## config.mk

```make
export PLATFORM = sky130hd
export DESIGN_NAME = axi_lite_xbar_1to2_flat
export DESIGN_NICKNAME = d
export VERILOG_FILES = /design/src/rtl/axi_lite_xbar_1to2_if.sv /design/src/rtl/axi_lite_xbar_1to2.sv /design/src/flat_wrapper.sv
export SDC_FILE = /design/constraint.sdc
export NUM_CORES = 1
export LEC_CHECK = 0
export CORE_AREA = 2 2 171 173
export DETAILED_ROUTE_END_ITERATION = 8
export DIE_AREA = 0 0 173 175
export GPL_TIMING_DRIVEN = 0
export PLACE_DENSITY = 0.48
export SLEW_MARGIN = 20
export SYNTH_ARGS = -nofsm -noshare
export SYNTH_HDL_FRONTEND = slang
export SYNTH_SLANG_ARGS = --single-unit
```

## constraint.sdc

```tcl
create_clock -name clk -period 2.42 [get_ports clk]
set_input_delay 0.484 -clock clk [delete_from_list [all_inputs] [get_ports clk]]
set_output_delay 0.484 -clock clk [all_outputs]
set_load 0.02 [all_outputs]
```

## src/rtl/axi_lite_xbar_1to2_if.sv

```systemverilog
// AXI4-Lite bus bundle: 32-bit address/data, 4-bit write mask, 2-bit response.
interface axi_lite_if;
    logic [31:0] awaddr;
    logic        awvalid;
    logic        awready;
    logic [31:0] wdata;
    logic [3:0]  wmask;
    logic        wvalid;
    logic        wready;
    logic [1:0]  bresp;
    logic        bvalid;
    logic        bready;
    logic [31:0] araddr;
    logic        arvalid;
    logic        arready;
    logic [31:0] rdata;
    logic [1:0]  rresp;
    logic        rvalid;
    logic        rready;

    modport master (
        output awaddr, awvalid, wdata, wmask, wvalid, bready, araddr, arvalid, rready,
        input  awready, wready, bresp, bvalid, arready, rdata, rresp, rvalid
    );

    modport slave (
        input  awaddr, awvalid, wdata, wmask, wvalid, bready, araddr, arvalid, rready,
        output awready, wready, bresp, bvalid, arready, rdata, rresp, rvalid
    );
endinterface

```

## src/rtl/axi_lite_xbar_1to2.sv

```systemverilog
// AXI4-Lite 1-to-2 address decoder with a built-in DECERR responder for unmapped addresses.
// Read FSM: RD_IDLE/RD_WAIT/RD_ERR; write FSM: WR_IDLE/WR_DATA/WR_RESP. All forwarding is combinational.
module axi_lite_xbar_1to2 #(
    parameter logic [31:0] S0_BASE = 32'h8000_0000,
    parameter logic [31:0] S0_SIZE = 32'h0800_0000,
    parameter logic [31:0] S1_BASE = 32'h1000_0000,
    parameter logic [31:0] S1_SIZE = 32'h0000_1000
) (
    input  logic        clk,
    input  logic        reset,
    axi_lite_if.slave   m,
    axi_lite_if.master  s0,
    axi_lite_if.master  s1
);
    localparam logic [1:0] SEL_S0  = 2'd0;
    localparam logic [1:0] SEL_S1  = 2'd1;
    localparam logic [1:0] SEL_ERR = 2'd2;

    typedef enum logic [1:0] {RD_IDLE, RD_WAIT, RD_ERR} rd_state_t;
    typedef enum logic [1:0] {WR_IDLE, WR_DATA, WR_RESP} wr_state_t;

    rd_state_t  rd_state, rd_next;
    wr_state_t  wr_state, wr_next;
    logic       rd_sel, rd_sel_next;
    logic [1:0] wr_sel, wr_sel_next;
    logic [1:0] rd_dec, wr_dec;

    // Unsigned wrap makes addresses below a base miss; S0 wins on overlap.
    function automatic logic [1:0] dec(input logic [31:0] addr);
        if (addr - S0_BASE < S0_SIZE)      return SEL_S0;
        else if (addr - S1_BASE < S1_SIZE) return SEL_S1;
        else                               return SEL_ERR;
    endfunction

    assign rd_dec = dec(m.araddr);
    assign wr_dec = dec(m.awaddr);

    always_ff @(posedge clk) begin
        if (reset) begin
            rd_state <= RD_IDLE;
            rd_sel   <= 1'b0;
            wr_state <= WR_IDLE;
            wr_sel   <= SEL_S0;
        end else begin
            rd_state <= rd_next;
            rd_sel   <= rd_sel_next;
            wr_state <= wr_next;
            wr_sel   <= wr_sel_next;
        end
    end

    always_comb begin
        rd_next     = rd_state;
        rd_sel_next = rd_sel;
        case (rd_state)
            RD_IDLE: if (m.arvalid && m.arready) begin
                rd_next     = (rd_dec == SEL_ERR) ? RD_ERR : RD_WAIT;
                rd_sel_next = rd_dec[0];
            end
            RD_WAIT: if (m.rvalid && m.rready) rd_next = RD_IDLE;
            RD_ERR:  if (m.rready) rd_next = RD_IDLE;
            default: rd_next = RD_IDLE;
        endcase
    end

    always_comb begin
        s0.araddr  = m.araddr;
        s1.araddr  = m.araddr;
        s0.arvalid = 1'b0;
        s1.arvalid = 1'b0;
        s0.rready  = 1'b0;
        s1.rready  = 1'b0;
        m.arready  = 1'b0;
        m.rvalid   = 1'b0;
        m.rdata    = '0;
        m.rresp    = '0;
        if (!reset) begin
            case (rd_state)
                RD_IDLE: begin
                    case (rd_dec)
                        SEL_S0:  begin s0.arvalid = m.arvalid; m.arready = s0.arready; end
                        SEL_S1:  begin s1.arvalid = m.arvalid; m.arready = s1.arready; end
                        default: m.arready = 1'b1;
                    endcase
                end
                RD_WAIT: begin
                    if (!rd_sel) begin
                        m.rvalid = s0.rvalid; m.rdata = s0.rdata; m.rresp = s0.rresp;
                        s0.rready = m.rready;
                    end else begin
                        m.rvalid = s1.rvalid; m.rdata = s1.rdata; m.rresp = s1.rresp;
                        s1.rready = m.rready;
                    end
                end
                RD_ERR: begin
                    m.rvalid = 1'b1;
                    m.rresp  = 2'b11;
                end
                default: ;
            endcase
        end
    end

    always_comb begin
        wr_next     = wr_state;
        wr_sel_next = wr_sel;
        case (wr_state)
            WR_IDLE: if (m.awvalid && m.awready) begin
                wr_next     = (m.wvalid && m.wready) ? WR_RESP : WR_DATA;
                wr_sel_next = wr_dec;
            end
            WR_DATA: if (m.wvalid && m.wready) wr_next = WR_RESP;
            WR_RESP: if (m.bvalid && m.bready) wr_next = WR_IDLE;
            default: wr_next = WR_IDLE;
        endcase
    end

    always_comb begin
        s0.awaddr  = m.awaddr;
        s1.awaddr  = m.awaddr;
        s0.wdata   = m.wdata;
        s1.wdata   = m.wdata;
        s0.wmask   = m.wmask;
        s1.wmask   = m.wmask;
        s0.awvalid = 1'b0;
        s1.awvalid = 1'b0;
        s0.wvalid  = 1'b0;
        s1.wvalid  = 1'b0;
        s0.bready  = 1'b0;
        s1.bready  = 1'b0;
        m.awready  = 1'b0;
        m.wready   = 1'b0;
        m.bvalid   = 1'b0;
        m.bresp    = '0;
        if (!reset) begin
            case (wr_state)
                // W only travels alongside a valid AW so it cannot reach a slave ahead of its address.
                WR_IDLE: begin
                    case (wr_dec)
                        SEL_S0: begin
                            s0.awvalid = m.awvalid;
                            s0.wvalid  = m.wvalid && m.awvalid;
                            m.awready  = s0.awready;
                            m.wready   = s0.wready && m.awvalid;
                        end
                        SEL_S1: begin
                            s1.awvalid = m.awvalid;
                            s1.wvalid  = m.wvalid && m.awvalid;
                            m.awready  = s1.awready;
                            m.wready   = s1.wready && m.awvalid;
                        end
                        default: begin
                            m.awready = 1'b1;
                            m.wready  = m.awvalid;
                        end
                    endcase
                end
                WR_DATA: begin
                    case (wr_sel)
                        SEL_S0:  begin s0.wvalid = m.wvalid; m.wready = s0.wready; end
                        SEL_S1:  begin s1.wvalid = m.wvalid; m.wready = s1.wready; end
                        default: m.wready = 1'b1;
                    endcase
                end
                WR_RESP: begin
                    case (wr_sel)
                        SEL_S0:  begin m.bvalid = s0.bvalid; m.bresp = s0.bresp; s0.bready = m.bready; end
                        SEL_S1:  begin m.bvalid = s1.bvalid; m.bresp = s1.bresp; s1.bready = m.bready; end
                        default: begin m.bvalid = 1'b1; m.bresp = 2'b11; end
                    endcase
                end
                default: ;
            endcase
        end
    end
endmodule

```

## src/flat_wrapper.sv

```systemverilog
// flat-port wrapper written by rule: the top's interface ports become plain ports
module axi_lite_xbar_1to2_flat 
#(
    parameter logic [31:0] S0_BASE = 32'h8000_0000,
    parameter logic [31:0] S0_SIZE = 32'h0800_0000,
    parameter logic [31:0] S1_BASE = 32'h1000_0000,
    parameter logic [31:0] S1_SIZE = 32'h0000_1000
)
  (clk, reset, m_awaddr, m_awvalid, m_wdata, m_wmask, m_wvalid, m_bready, m_araddr, m_arvalid, m_rready, m_awready, m_wready, m_bresp, m_bvalid, m_arready, m_rdata, m_rresp, m_rvalid, s0_awaddr, s0_awvalid, s0_wdata, s0_wmask, s0_wvalid, s0_bready, s0_araddr, s0_arvalid, s0_rready, s0_awready, s0_wready, s0_bresp, s0_bvalid, s0_arready, s0_rdata, s0_rresp, s0_rvalid, s1_awaddr, s1_awvalid, s1_wdata, s1_wmask, s1_wvalid, s1_bready, s1_araddr, s1_arvalid, s1_rready, s1_awready, s1_wready, s1_bresp, s1_bvalid, s1_arready, s1_rdata, s1_rresp, s1_rvalid);
  axi_lite_if m_i ();
  axi_lite_if s0_i ();
  axi_lite_if s1_i ();
  input  logic clk;
  input  logic reset;
  input wire logic [$bits(m_i.awaddr)-1:0] m_awaddr;
  input wire logic [$bits(m_i.awvalid)-1:0] m_awvalid;
  input wire logic [$bits(m_i.wdata)-1:0] m_wdata;
  input wire logic [$bits(m_i.wmask)-1:0] m_wmask;
  input wire logic [$bits(m_i.wvalid)-1:0] m_wvalid;
  input wire logic [$bits(m_i.bready)-1:0] m_bready;
  input wire logic [$bits(m_i.araddr)-1:0] m_araddr;
  input wire logic [$bits(m_i.arvalid)-1:0] m_arvalid;
  input wire logic [$bits(m_i.rready)-1:0] m_rready;
  output wire logic [$bits(m_i.awready)-1:0] m_awready;
  output wire logic [$bits(m_i.wready)-1:0] m_wready;
  output wire logic [$bits(m_i.bresp)-1:0] m_bresp;
  output wire logic [$bits(m_i.bvalid)-1:0] m_bvalid;
  output wire logic [$bits(m_i.arready)-1:0] m_arready;
  output wire logic [$bits(m_i.rdata)-1:0] m_rdata;
  output wire logic [$bits(m_i.rresp)-1:0] m_rresp;
  output wire logic [$bits(m_i.rvalid)-1:0] m_rvalid;
  output wire logic [$bits(s0_i.awaddr)-1:0] s0_awaddr;
  output wire logic [$bits(s0_i.awvalid)-1:0] s0_awvalid;
  output wire logic [$bits(s0_i.wdata)-1:0] s0_wdata;
  output wire logic [$bits(s0_i.wmask)-1:0] s0_wmask;
  output wire logic [$bits(s0_i.wvalid)-1:0] s0_wvalid;
  output wire logic [$bits(s0_i.bready)-1:0] s0_bready;
  output wire logic [$bits(s0_i.araddr)-1:0] s0_araddr;
  output wire logic [$bits(s0_i.arvalid)-1:0] s0_arvalid;
  output wire logic [$bits(s0_i.rready)-1:0] s0_rready;
  input wire logic [$bits(s0_i.awready)-1:0] s0_awready;
  input wire logic [$bits(s0_i.wready)-1:0] s0_wready;
  input wire logic [$bits(s0_i.bresp)-1:0] s0_bresp;
  input wire logic [$bits(s0_i.bvalid)-1:0] s0_bvalid;
  input wire logic [$bits(s0_i.arready)-1:0] s0_arready;
  input wire logic [$bits(s0_i.rdata)-1:0] s0_rdata;
  input wire logic [$bits(s0_i.rresp)-1:0] s0_rresp;
  input wire logic [$bits(s0_i.rvalid)-1:0] s0_rvalid;
  output wire logic [$bits(s1_i.awaddr)-1:0] s1_awaddr;
  output wire logic [$bits(s1_i.awvalid)-1:0] s1_awvalid;
  output wire logic [$bits(s1_i.wdata)-1:0] s1_wdata;
  output wire logic [$bits(s1_i.wmask)-1:0] s1_wmask;
  output wire logic [$bits(s1_i.wvalid)-1:0] s1_wvalid;
  output wire logic [$bits(s1_i.bready)-1:0] s1_bready;
  output wire logic [$bits(s1_i.araddr)-1:0] s1_araddr;
  output wire logic [$bits(s1_i.arvalid)-1:0] s1_arvalid;
  output wire logic [$bits(s1_i.rready)-1:0] s1_rready;
  input wire logic [$bits(s1_i.awready)-1:0] s1_awready;
  input wire logic [$bits(s1_i.wready)-1:0] s1_wready;
  input wire logic [$bits(s1_i.bresp)-1:0] s1_bresp;
  input wire logic [$bits(s1_i.bvalid)-1:0] s1_bvalid;
  input wire logic [$bits(s1_i.arready)-1:0] s1_arready;
  input wire logic [$bits(s1_i.rdata)-1:0] s1_rdata;
  input wire logic [$bits(s1_i.rresp)-1:0] s1_rresp;
  input wire logic [$bits(s1_i.rvalid)-1:0] s1_rvalid;
  assign m_i.awaddr = m_awaddr;
  assign m_i.awvalid = m_awvalid;
  assign m_i.wdata = m_wdata;
  assign m_i.wmask = m_wmask;
  assign m_i.wvalid = m_wvalid;
  assign m_i.bready = m_bready;
  assign m_i.araddr = m_araddr;
  assign m_i.arvalid = m_arvalid;
  assign m_i.rready = m_rready;
  assign m_awready = m_i.awready;
  assign m_wready = m_i.wready;
  assign m_bresp = m_i.bresp;
  assign m_bvalid = m_i.bvalid;
  assign m_arready = m_i.arready;
  assign m_rdata = m_i.rdata;
  assign m_rresp = m_i.rresp;
  assign m_rvalid = m_i.rvalid;
  assign s0_awaddr = s0_i.awaddr;
  assign s0_awvalid = s0_i.awvalid;
  assign s0_wdata = s0_i.wdata;
  assign s0_wmask = s0_i.wmask;
  assign s0_wvalid = s0_i.wvalid;
  assign s0_bready = s0_i.bready;
  assign s0_araddr = s0_i.araddr;
  assign s0_arvalid = s0_i.arvalid;
  assign s0_rready = s0_i.rready;
  assign s0_i.awready = s0_awready;
  assign s0_i.wready = s0_wready;
  assign s0_i.bresp = s0_bresp;
  assign s0_i.bvalid = s0_bvalid;
  assign s0_i.arready = s0_arready;
  assign s0_i.rdata = s0_rdata;
  assign s0_i.rresp = s0_rresp;
  assign s0_i.rvalid = s0_rvalid;
  assign s1_awaddr = s1_i.awaddr;
  assign s1_awvalid = s1_i.awvalid;
  assign s1_wdata = s1_i.wdata;
  assign s1_wmask = s1_i.wmask;
  assign s1_wvalid = s1_i.wvalid;
  assign s1_bready = s1_i.bready;
  assign s1_araddr = s1_i.araddr;
  assign s1_arvalid = s1_i.arvalid;
  assign s1_rready = s1_i.rready;
  assign s1_i.awready = s1_awready;
  assign s1_i.wready = s1_wready;
  assign s1_i.bresp = s1_bresp;
  assign s1_i.bvalid = s1_bvalid;
  assign s1_i.arready = s1_arready;
  assign s1_i.rdata = s1_rdata;
  assign s1_i.rresp = s1_rresp;
  assign s1_i.rvalid = s1_rvalid;
  axi_lite_xbar_1to2 #(.S0_BASE(S0_BASE), .S0_SIZE(S0_SIZE), .S1_BASE(S1_BASE), .S1_SIZE(S1_SIZE)) u_core (.clk(clk), .reset(reset), .m(m_i), .s0(s0_i), .s1(s1_i));
endmodule
```

==> results of run 1 <==
==> through the flow <==
step	hold WS [ns]	setup TNS (ns)	worst slack (ns)	util (%)	area, um2
floorplan	0.526	0	0.188	-	2810
global placement	0.615	-26.92	-0.891	24.9	7070
detailed placement	0.624	-27.35	-0.946	24.9	7070
CTS	0.630	0	0.00193	26.1	7410
global route	0.665	-0.0248	-0.0248	25.9	7360
finish	0.623	0	0.0735	25.9	7360
==> layout make-up <==
| type | count | area [um2] | area share [%] |
|---|---|---|---|
| clock buffers | 4 | 78.8 | 1.07 |
| flip-flops and latches | 7 | 140 | 1.90 |
| diodes | 1 | 2.50 | 0.0340 |
| repair buffers | 398 | 3700 | 50.3 |
| multi-input cells | 148 | 1330 | 18.0 |
| inverters | 6 | 27.5 | 0.374 |
| well taps | 384 | 480 | 6.53 |
| plain buffers | 209 | 1600 | 21.8 |
==> final timing paths <==
path                 startpoint            endpoint  slack, ns
max reg2reg  u_core.rd_state[0]  u_core.rd_state[0]       0.61
min reg2reg    u_core.wr_sel[1]    u_core.wr_sel[1]       0.62
min            u_core.wr_sel[1]    u_core.wr_sel[1]       0.62
max                   s0_wready            m_wready       0.07
==> worst min-delay path: stages, from the launching register on <==
cell,delay (ns)
dfxtp_1,0.39
o21ai_0,0.11
a21oi_1,0.07
==> layer usage <==
layer	wire, um	share of wire (%)	vias up
met2	8280	52	192
met1	6430	40	1691
met4	142	0.89	0
met3	1090	6.9	6
met5	0	0	-
li1	-	-	1890
==> cells in the final DEF (no fill, tap or decap), types with 5 or more instances in the layout <==
master           synthesis  routed
clkbuf_2                 0       9
a21oi_1                  6       5
buf_4                  200     226
dlygate4sd2_1            0      25
dfxtp_1                  7       7
buf_6                    0       7
nor2_1                  13      13
nor3_1                  10       6
a22o_1                  32      31
o21ai_0                  7       7
mux2_2                   5       5
clkdlybuf4s50_1          0     296
buf_2                    3      33
==> power by group <==
group / internal (W) / total [W] / switching [W]
clock network: 0.000220 / 0.000286 / 0.0000664
logic: 0.000727 / 0.00124 / 0.000511
registers: 0.000125 / 0.000140 / 0.0000148
total: 0.00107 / 0.00166 / 0.000592
==> timing repair <==
item	in CTS	in global routing
buffers inserted	18	2
pin swaps	19	15
endpoints found under the setup margin	51	36
cloned	0	0
hold endpoints to repair	0	0
gates resized for setup	252	67
==> registers in the layout (all words and copies together) (netlist names) <==
signal           cells
u_core.rd_sel        1
u_core.rd_state      2
u_core.wr_sel        2
u_core.wr_state      2
==> cell families after synthesis <==
logic type | after synthesis | share of synthesized area [%]
AOI/OAI and AO/OA | 63 | 17.9
DFF | 7 | 4.99
muxes | 6 | 2.54
adders and majority gates | 3 | 1.34
buffers and inverters | 215 | 55.6
and+or+nand+nor | 76 | 17.6
==> results.sh, run 1 <==
export IMPL_rr_worst_depth=7
export IMPL_use_met3_pct=2.35
export IMPL_max_freq_mhz=426
export IMPL_syn_instance_count=370
export IMPL_max_vdd_ir_drop_mv=0.141
export IMPL_synth_edf_count=0
export IMPL_die_w_um=173
export IMPL_die_h_um=175
export IMPL_yosysSeqAreaShare_pct=4.99
export IMPL_antenna_found_initial=1
export IMPL_crit_path_max_fanout=3
export IMPL_drtAntennaViolNets=0
export IMPL_drive_gt1_share_pct=42.9
export IMPL_grt_max_degree=11
export IMPL_drc=0
export IMPL_wire_per_inst_um=13.8
export IMPL_grt_pass1_vias=3855
export IMPL_ys_async_sr_fraction_pct=0
export IMPL_io_buffer_count=378
export IMPL_cts_root_buf="clkbuf_16"
export IMPL_fin_cells=1157
export IMPL_clock_latency_ns=0.23
export IMPL_fin_skew_ns=0.000296
export IMPL_yosysUniqueCellTypes=50
export IMPL_ys_flop_type="dfxtp_1"
export IMPL_hold_path_class="flop to flop"
export IMPL_yosys_warnings=0
export IMPL_min_period_over_period_pct=97.0
export IMPL_cts_buffers=3
export IMPL_critPathKind="input port to primary output"
export IMPL_synth_most_common_cell="buf_4"
export IMPL_synth_area_mm2=0.00281
export IMPL_grtUsageTotal_pct=9.56
export IMPL_hold_buffers=0
export IMPL_power_w=0.00166
export IMPL_cp_top_family="buffers and inverters"
export IMPL_startpoint_type="input port"
export IMPL_final_net_count=965
export IMPL_ys_ff_latch=7
export IMPL_rsz0062_at_grt="true"
export IMPL_num_fill_cells=3159
export IMPL_wl_mm=16.0
export IMPL_critPathCaptureType="primary output"
export IMPL_start_util_pct=9.89
export IMPL_cp_cell_sequence="clkdlybuf4s50_1 > nor3b_1 > a211oi_2 > o31ai_4 > a21oi_2 > buf_4"
export IMPL_cap_violations=0
export IMPL_fp_coreArea_mm2=0.0284
export IMPL_grt_most_used_layer="met2"
export IMPL_status="complete, no violations"
export IMPL_syn_to_final_growth_pct=162
export IMPL_num_rows=62
export IMPL_grt_overflow=0
export IMPL_met2_usage_pct=17.5
export IMPL_timing_slew_headroom_pct=73.9
export IMPL_firstDrtPassIters=4
export IMPL_cp_slowest_stage_delay_ns=0.50
export IMPL_p_per_area_mw_per_mm2=226
export IMPL_leakagePower_nw=3.29
export IMPL_worstMarginPinSlew_ns=0.391
export IMPL_min_path_cells=2
export IMPL_die_area_mm2=0.0303
export IMPL_cp_num_buf_inv=2
export IMPL_critical_path_depth=6
export IMPL_htreeDepth=1
export IMPL_met1_usage_pct=11.5
export IMPL_hold_viol=0
export IMPL_cpMaxStageDelayCell="clkdlybuf4s50_1"
export IMPL_clk_path_buf_depth=2
export IMPL_drv_slew=0
export IMPL_dpl_hpwl_mm=14.2
export IMPL_synth_top_cell_area_share_pct=53.5
export IMPL_place_congestion=0.753
export IMPL_syn_num_nets=562
export IMPL_io_pins=440
export IMPL_viasPerCell=3.27
export IMPL_grt_pass1_wl_mm=22.4
export IMPL_postSynthAreaPerCell_um2=7.59
export IMPL_crit_arrival_ns=1.86
export IMPL_synth_largest_area_cell="buf_4"
export IMPL_yosys_top_cells_count="200 x buf_4, 32 x a22o_1, 13 x nor2_1"
export IMPL_setup_violations=0
export IMPL_drtIter0Drc=64
export IMPL_num_vias=3779
export IMPL_synth_area_top_cells="buf_4 53%, a22o_1 10%, dfxtp_1 5.0%"
export IMPL_dp_cells=1132
export IMPL_path_clk_slew_ns=0.04
export IMPL_period_minus_slack_ns=2.35
export IMPL_cp_required_ns=1.94
export IMPL_cts_tree="built"
export IMPL_clock_sinks=7
(Power assumes the default switching activity.)
==> run 2, diff against run 1 <==
CORE_AREA = 3 3 172 174   (was 2 2 171 173)
DIE_AREA = 0 0 175 177   (was 0 0 173 175)
HOLD_SLACK_MARGIN = 0.12   (was default)
==> run 2 against run 1 <==
Register-to-register slack lost 0.04 ns. Clock skew is essentially flat. Routed wire length grew 5.2%. Utilization grew 0.30 points. Clock power shrank 2%. Largest cell class unchanged. Flip-flop and latch count is the same. Non-clock buffer count grew 1. Sequential power is essentially flat. First-iteration DRC count grew 28%. Worst hold slack gained 0.0040 ns. Power grew 0.24%. Critical path depth grew 1.
==> results.sh, run 2 (synthesis results as in run 1) <==
export IMPL_status="complete, no violations"
export IMPL_antenna_cells=0
export IMPL_io_pins=440
export IMPL_place_congestion=0.745
export IMPL_fin_setup_tns_ns=0
export IMPL_grt_pass1_wl_mm=23.4
export IMPL_grt_pass1_vias=3969
export IMPL_r2r_setup_slack_ns=0.57
export IMPL_rr_worst_depth=8
export IMPL_drive_gt1_share_pct=42.7
export IMPL_clock_latency_ns=0.23
export IMPL_fin_skew_ns=0.000257
export IMPL_die_h_um=177
export IMPL_clock_sinks=7
export IMPL_cts_root_buf="clkbuf_16"
export IMPL_max_freq_mhz=423
export IMPL_period_minus_slack_ns=2.36
export IMPL_placed_area_mm2=0.00706
export IMPL_cts_buffers=3
export IMPL_fp_coreArea_mm2=0.0279
export IMPL_crit_arrival_ns=1.88
export IMPL_hold_path_startpoint="u_core.wr_sel[1]"
export IMPL_drv_slew=0
export IMPL_r2r_end="u_core.rd_state[1]"
export IMPL_rsz0062_at_grt="true"
export IMPL_top_regs="u_core.rd_state x2, u_core.wr_sel x2, u_core.wr_state x2"
export IMPL_grtUsageTotal_pct=9.72
export IMPL_min_period_over_period_pct=97.7
export IMPL_setup_violations=0
export IMPL_antenna_found_initial=0
export IMPL_timing_slew_headroom_pct=75.2
export IMPL_drtIter0Drc=82
export IMPL_final_net_count=966
export IMPL_cp_required_ns=1.94
export IMPL_path_clk_slew_ns=0.04
export IMPL_max_vdd_ir_drop_mv=0.138
export IMPL_critPathKind="input port to primary output"
export IMPL_firstDrtPassIters=4
export IMPL_critPathCaptureType="primary output"
export IMPL_hold_ws_ns=0.627
export IMPL_io_buffer_count=378
export IMPL_hold_viol=0
export IMPL_cts_tree="built"
export IMPL_worstMarginPinSlew_ns=0.372
export IMPL_layout_commonest_cell="clkdlybuf4s50_1"
export IMPL_crit_path_max_fanout=3
export IMPL_htreeDepth=1
export IMPL_hold_path_class="flop to flop"
export IMPL_wire_per_inst_um=14.6
export IMPL_num_rows=61
export IMPL_num_vias=3777
export IMPL_die_w_um=175
export IMPL_syn_to_final_growth_pct=161
export IMPL_grt_overflow=0
export IMPL_power_w=0.00167
export IMPL_num_fill_cells=3092
export IMPL_die_area_mm2=0.0310
export IMPL_stdcell_area_mm2=0.00733
export IMPL_wl_mm=16.8
export IMPL_clk_path_buf_depth=2
export IMPL_grt_max_degree=11
export IMPL_p_per_area_mw_per_mm2=228
export IMPL_hold_end="u_core.wr_sel[1]"
export IMPL_min_path_cells=2
export IMPL_startpoint_type="input port"
export IMPL_layout_common_cells="296 x clkdlybuf4s50_1, 223 x buf_4, 32 x a22o_1"
export IMPL_hold_buffers=0
export IMPL_dpl_hpwl_mm=15.2
export IMPL_leakagePower_nw=3.29
export IMPL_drc=0
export IMPL_cap_violations=0
export IMPL_rr_startpoint="u_core.rd_state[1]"
export IMPL_viasPerCell=3.28
export IMPL_start_util_pct=10.1
export IMPL_drtAntennaViolNets=0
[run 2: changes by cell type in the layout (fill, tap and decap cells not counted), sizes merged]
cell | previous run | this run
buf | 268 | 260
clkbuf | 16 | 23
dlymetal6s2s | 1 | 5
dlygate4sd2 | 25 | 22
clkdlybuf4s15 | 5 | 6
diode | 1 | 0
[run 2: report_power, final]
part | internal (W) | switching [W]
Sequential | 0.000126 | 0.0000164
Clock | 0.000219 | 0.0000613
Combinational | 0.000729 | 0.000516
Total | 0.00107 | 0.000594
[run 2: worst max-delay path by stage]
stage,from,endpoint,slack (ns),depth (start not counted)
after floorplan,reset,s0_bready,0.19,4
after global placement,m_awaddr[18],s1_wvalid,-0.96,7
after detailed placement,m_awaddr[18],s1_wvalid,-0.99,7
after CTS,u_core.rd_state[0],m_rvalid,0.0001,5
after global routing,m_awaddr[30],s1_wvalid,-0.03,7
final,m_awaddr[13],s1_wvalid,0.06,7
[run 2: routing by layer]
metal / track usage [%] / routed length, um / part of all wire (%)
met4: 1.40 / 76 / 0.45
met1: 10.5 / 5960 / 36
met5: 0 / 0 / 0
met3: 2.64 / 1570 / 9.3
met2: 19.2 / 9180 / 55
[run 2: per-stage QoR]
| stage | setup slack (ns) | util [%] | instances |
|---|---|---|---|
| after floorplan | 0.188 | - | 370 |
| after global placement | -0.962 | 25.3 | 1126 |
| after detailed placement | -0.995 | 25.3 | 1126 |
| after CTS | 0.000149 | 26.1 | 1146 |
| after global routing | -0.0286 | 26.2 | 1151 |
| final | 0.0553 | 26.2 | 1151 |
[run 2: cell type report]
| type | instances | area [um2] | share of cell area (%) |
|---|---|---|---|
| buffer | 209 | 1590 | 21.7 |
| clock buffer | 4 | 78.8 | 1.08 |
| inverter | 6 | 27.5 | 0.376 |
| multi-input combinational | 148 | 1280 | 17.5 |
| sequential | 7 | 143 | 1.95 |
| tap | 378 | 473 | 6.45 |
| timing repair buffer | 399 | 3730 | 50.9 |
[run 2: worst max-delay path, stage by stage]
cell and delay [ns]:
dlygate4sd2_1 0.27, nor3_2 0.19, nand4_1 0.19, or2_4 0.32, o21ai_2 0.13, and3_4 0.18, buf_6 0.11
[run 2: repair_timing]
action	in CTS	in global routing
gates cloned	0	0
pin swaps	19	13
buffers inserted	16	5
gates resized for setup	241	63
setup endpoints to repair	50	44
==> patch (settings of run 1) <==
The 3 states of `wr_state_t` get a one-hot encoding in 3 bits.
--- a/src/rtl/axi_lite_xbar_1to2.sv
+++ b/src/rtl/axi_lite_xbar_1to2.sv
@@ -19,3 +19,3 @@
     typedef enum logic [1:0] {RD_IDLE, RD_WAIT, RD_ERR} rd_state_t;
-    typedef enum logic [1:0] {WR_IDLE, WR_DATA, WR_RESP} wr_state_t;
+    typedef enum logic [2:0] {WR_IDLE = 3'b001, WR_DATA = 3'b010, WR_RESP = 3'b100} wr_state_t;
 
Check against the original RTL: no difference found for any inputs over 4 cycles, from zero or initial values and one cycle with reset high; so few cycles prove little.
==> patch against run 1 <==
  * Area after synthesis increased by 3.0%
  * Synthesized cell count increased by 2.7%
  * Final cell count increased by 0.35%
  * Total power decreased by 1.2%
  * Via count increased by 1.5%
  * Utilization about the same
  * Wire length decreased by 3.7%
  * Clock skew increased by 1.6 ps
  * Sequential cell count increased by 1
  * Worst hold slack got worse by 84 ps
  * Global-route usage decreased by 0.46 points
  * Final area increased by 0.12%
  * Setup slack got worse by 22 ps
  * Largest power group unchanged
  * Highest routed layer is now met5
==> patch: results (changes against run 1) <==
post-synthesis mux area share=0.02465 (-0.0007471); first-pass GRT wire length=21.78 mm (-2.8%); Primary FF master, synth=dfxtp_1; Port Buffers=379 (+0.26%); GPL Wtd Cong=0.7492 (-0.49%); Nets=970 (+0.52%); vias per cell=3.305 (+1.2%); Detail Placement HPWL=13.89 mm (-2.5%); Initial DRT Pass Iterations=4 (unchanged); Netlist cell types=55 (+10%); Max Fanout on Critical Path=3 (unchanged); Num CTS Buffers=3 (unchanged); worst min-delay path class=reg -> reg; XOR/XNOR Fraction of Synth Area=0.003028 (+0.003028); syn_nets=572 (+1.8%); Syn. warnings=0 (unchanged); Root Buffer=clkbuf_16; layout cells sized above 1=0.4162 (-0.01252); Filler Cells Inserted=3143 (-0.51%); Post-Synth Adder-Cell Area=0.01298 (-0.0003932); number of global-route vias before repair=3797 (-1.5%); CP Data Arrival Time=1880 ps (+20 ps); initial antenna violation count=2 (+1); clock skew=1.924 ps (+1.629 ps); Post-Route WL=15.36 mm (-3.7%); later-pin clock latency in the skew report=230 ps (about the same); DR iter-0 viols=58 (-9.4%); maximum VDD drop=126.4 uV (-10%); Async SR Flop Fraction=0 (unchanged); Rel. slew slack=0.6824 (-0.05688); CTS clk-pin slew, worst paths=40 ps (about the same); ranking of synthesized cells by area=buf_4 (52%), a22o_1 (9.7%), dfxtp_1 (5.5%); largest net degree at the start of global routing=11 (unchanged); sequential share of the synthesized area=0.05536 (+0.005452); Tot GR Track Use=0.09104 (-0.004559); H-tree Lvls=1 (unchanged); buffer levels on the longest clock path=2 (unchanged); largest registers=u_core.wr_state (3), u_core.rd_state (2), u_core.wr_sel (2); status=complete, no violations; GR Layer Usage met3=0.02937 (+0.005875); P_leak=0.003297 uW (+0.25%); Synth Area in Compound Gates=0.1812 (+0.002084); list of most frequent post-synthesis cells=buf_4 (200), a22o_1 (32), nor2_1 (19), a21oi_1 (11); GR Util met1=0.1033 (-0.01126); met2 Use GR=0.1698 (-0.005500)
patch: final timing paths:
| path | start | endpoint | depth (start not counted) | slack, ps |
|---|---|---|---|---|
| worst max-delay path | m_araddr[21] | m_arready | 8 | 50 |
| worst min-delay path | u_core.rd_state[0] | u_core.rd_state[0] | 2 | 540 |
| worst max register to register | u_core.rd_state[0] | u_core.rd_state[0] | 7 | 550 |
| worst min register to register | u_core.rd_state[0] | u_core.rd_state[0] | 2 | 540 |
patch: kinds of logic after synthesis:
group,count (synthesis)
xor+xnor,1
flops,8
mux,6
fa+ha+maj,3
compound gates,67
buf+inv,219
simple gates,76
patch: cell type report:
cell class	count	share of cell area
Timing Repair Buffer	395	0.5015
Buffer	212	0.2205
Multi-Input combinational cell	153	0.1779
Tap cell	384	0.06517
Sequential cell	8	0.02189
Clock buffer	3	0.01018
Inverter	5	0.002546
Antenna cell	1	0.0003394
patch: what timing repair did:
| action | CTS | global route |
|---|---|---|
| endpoints found under the hold margin | 0 | 0 |
| pin swaps | 19 | 14 |
| setup buffers | 14 | 2 |
| cloned | 0 | 0 |
| gates resized for setup | 211 | 86 |
| endpoints found under the setup margin | 52 | 41 |
patch: metrics by stage:
| stage | TNS [ps] | setup WS [ps] | hold WS [ps] | std cells | area (sq um) |
|---|---|---|---|---|---|
| finish | 0 | 51.32 | 538.2 | 1161 | 7372 |
| global route | -13.66 | -9.176 | 584.6 | 1161 | 7372 |
| CTS | 0 | 1.215 | 538.6 | 1158 | 7437 |
| detailed placement | -48550 | -1354 | 499.1 | 1143 | 7167 |
| global placement | -48210 | -1335 | 490.8 | 1143 | 7167 |
| floorplan | 0 | 234.5 | 459.8 | 380 | 2893 |
patch: per-layer routing:
| layer | up-vias | routed length (microns) |
|---|---|---|
| met2 | 209 | 8030 |
| met5 | - | 13 |
| li1 | 1906 | - |
| met4 | 2 | 78 |
| met1 | 1712 | 5880 |
| met3 | 8 | 1359 |
patch: where the power goes:
group / internal, uW / leakage (uW) / switching [uW]
logic: 719 / 0.00319 / 494
clock network: 214 / 0.0000370 / 70.4
registers: 140 / 0.0000657 / 7.01
total: 1070 / 0.00330 / 572
patch: worst max-delay path: stages:
cell and delay, ps:
clkdlybuf4s15_2 210, nor4_4 260, nand2_1 110, or3_4 390, buf_6 130, nor2_1 70
nor4_1 60, buf_4 170
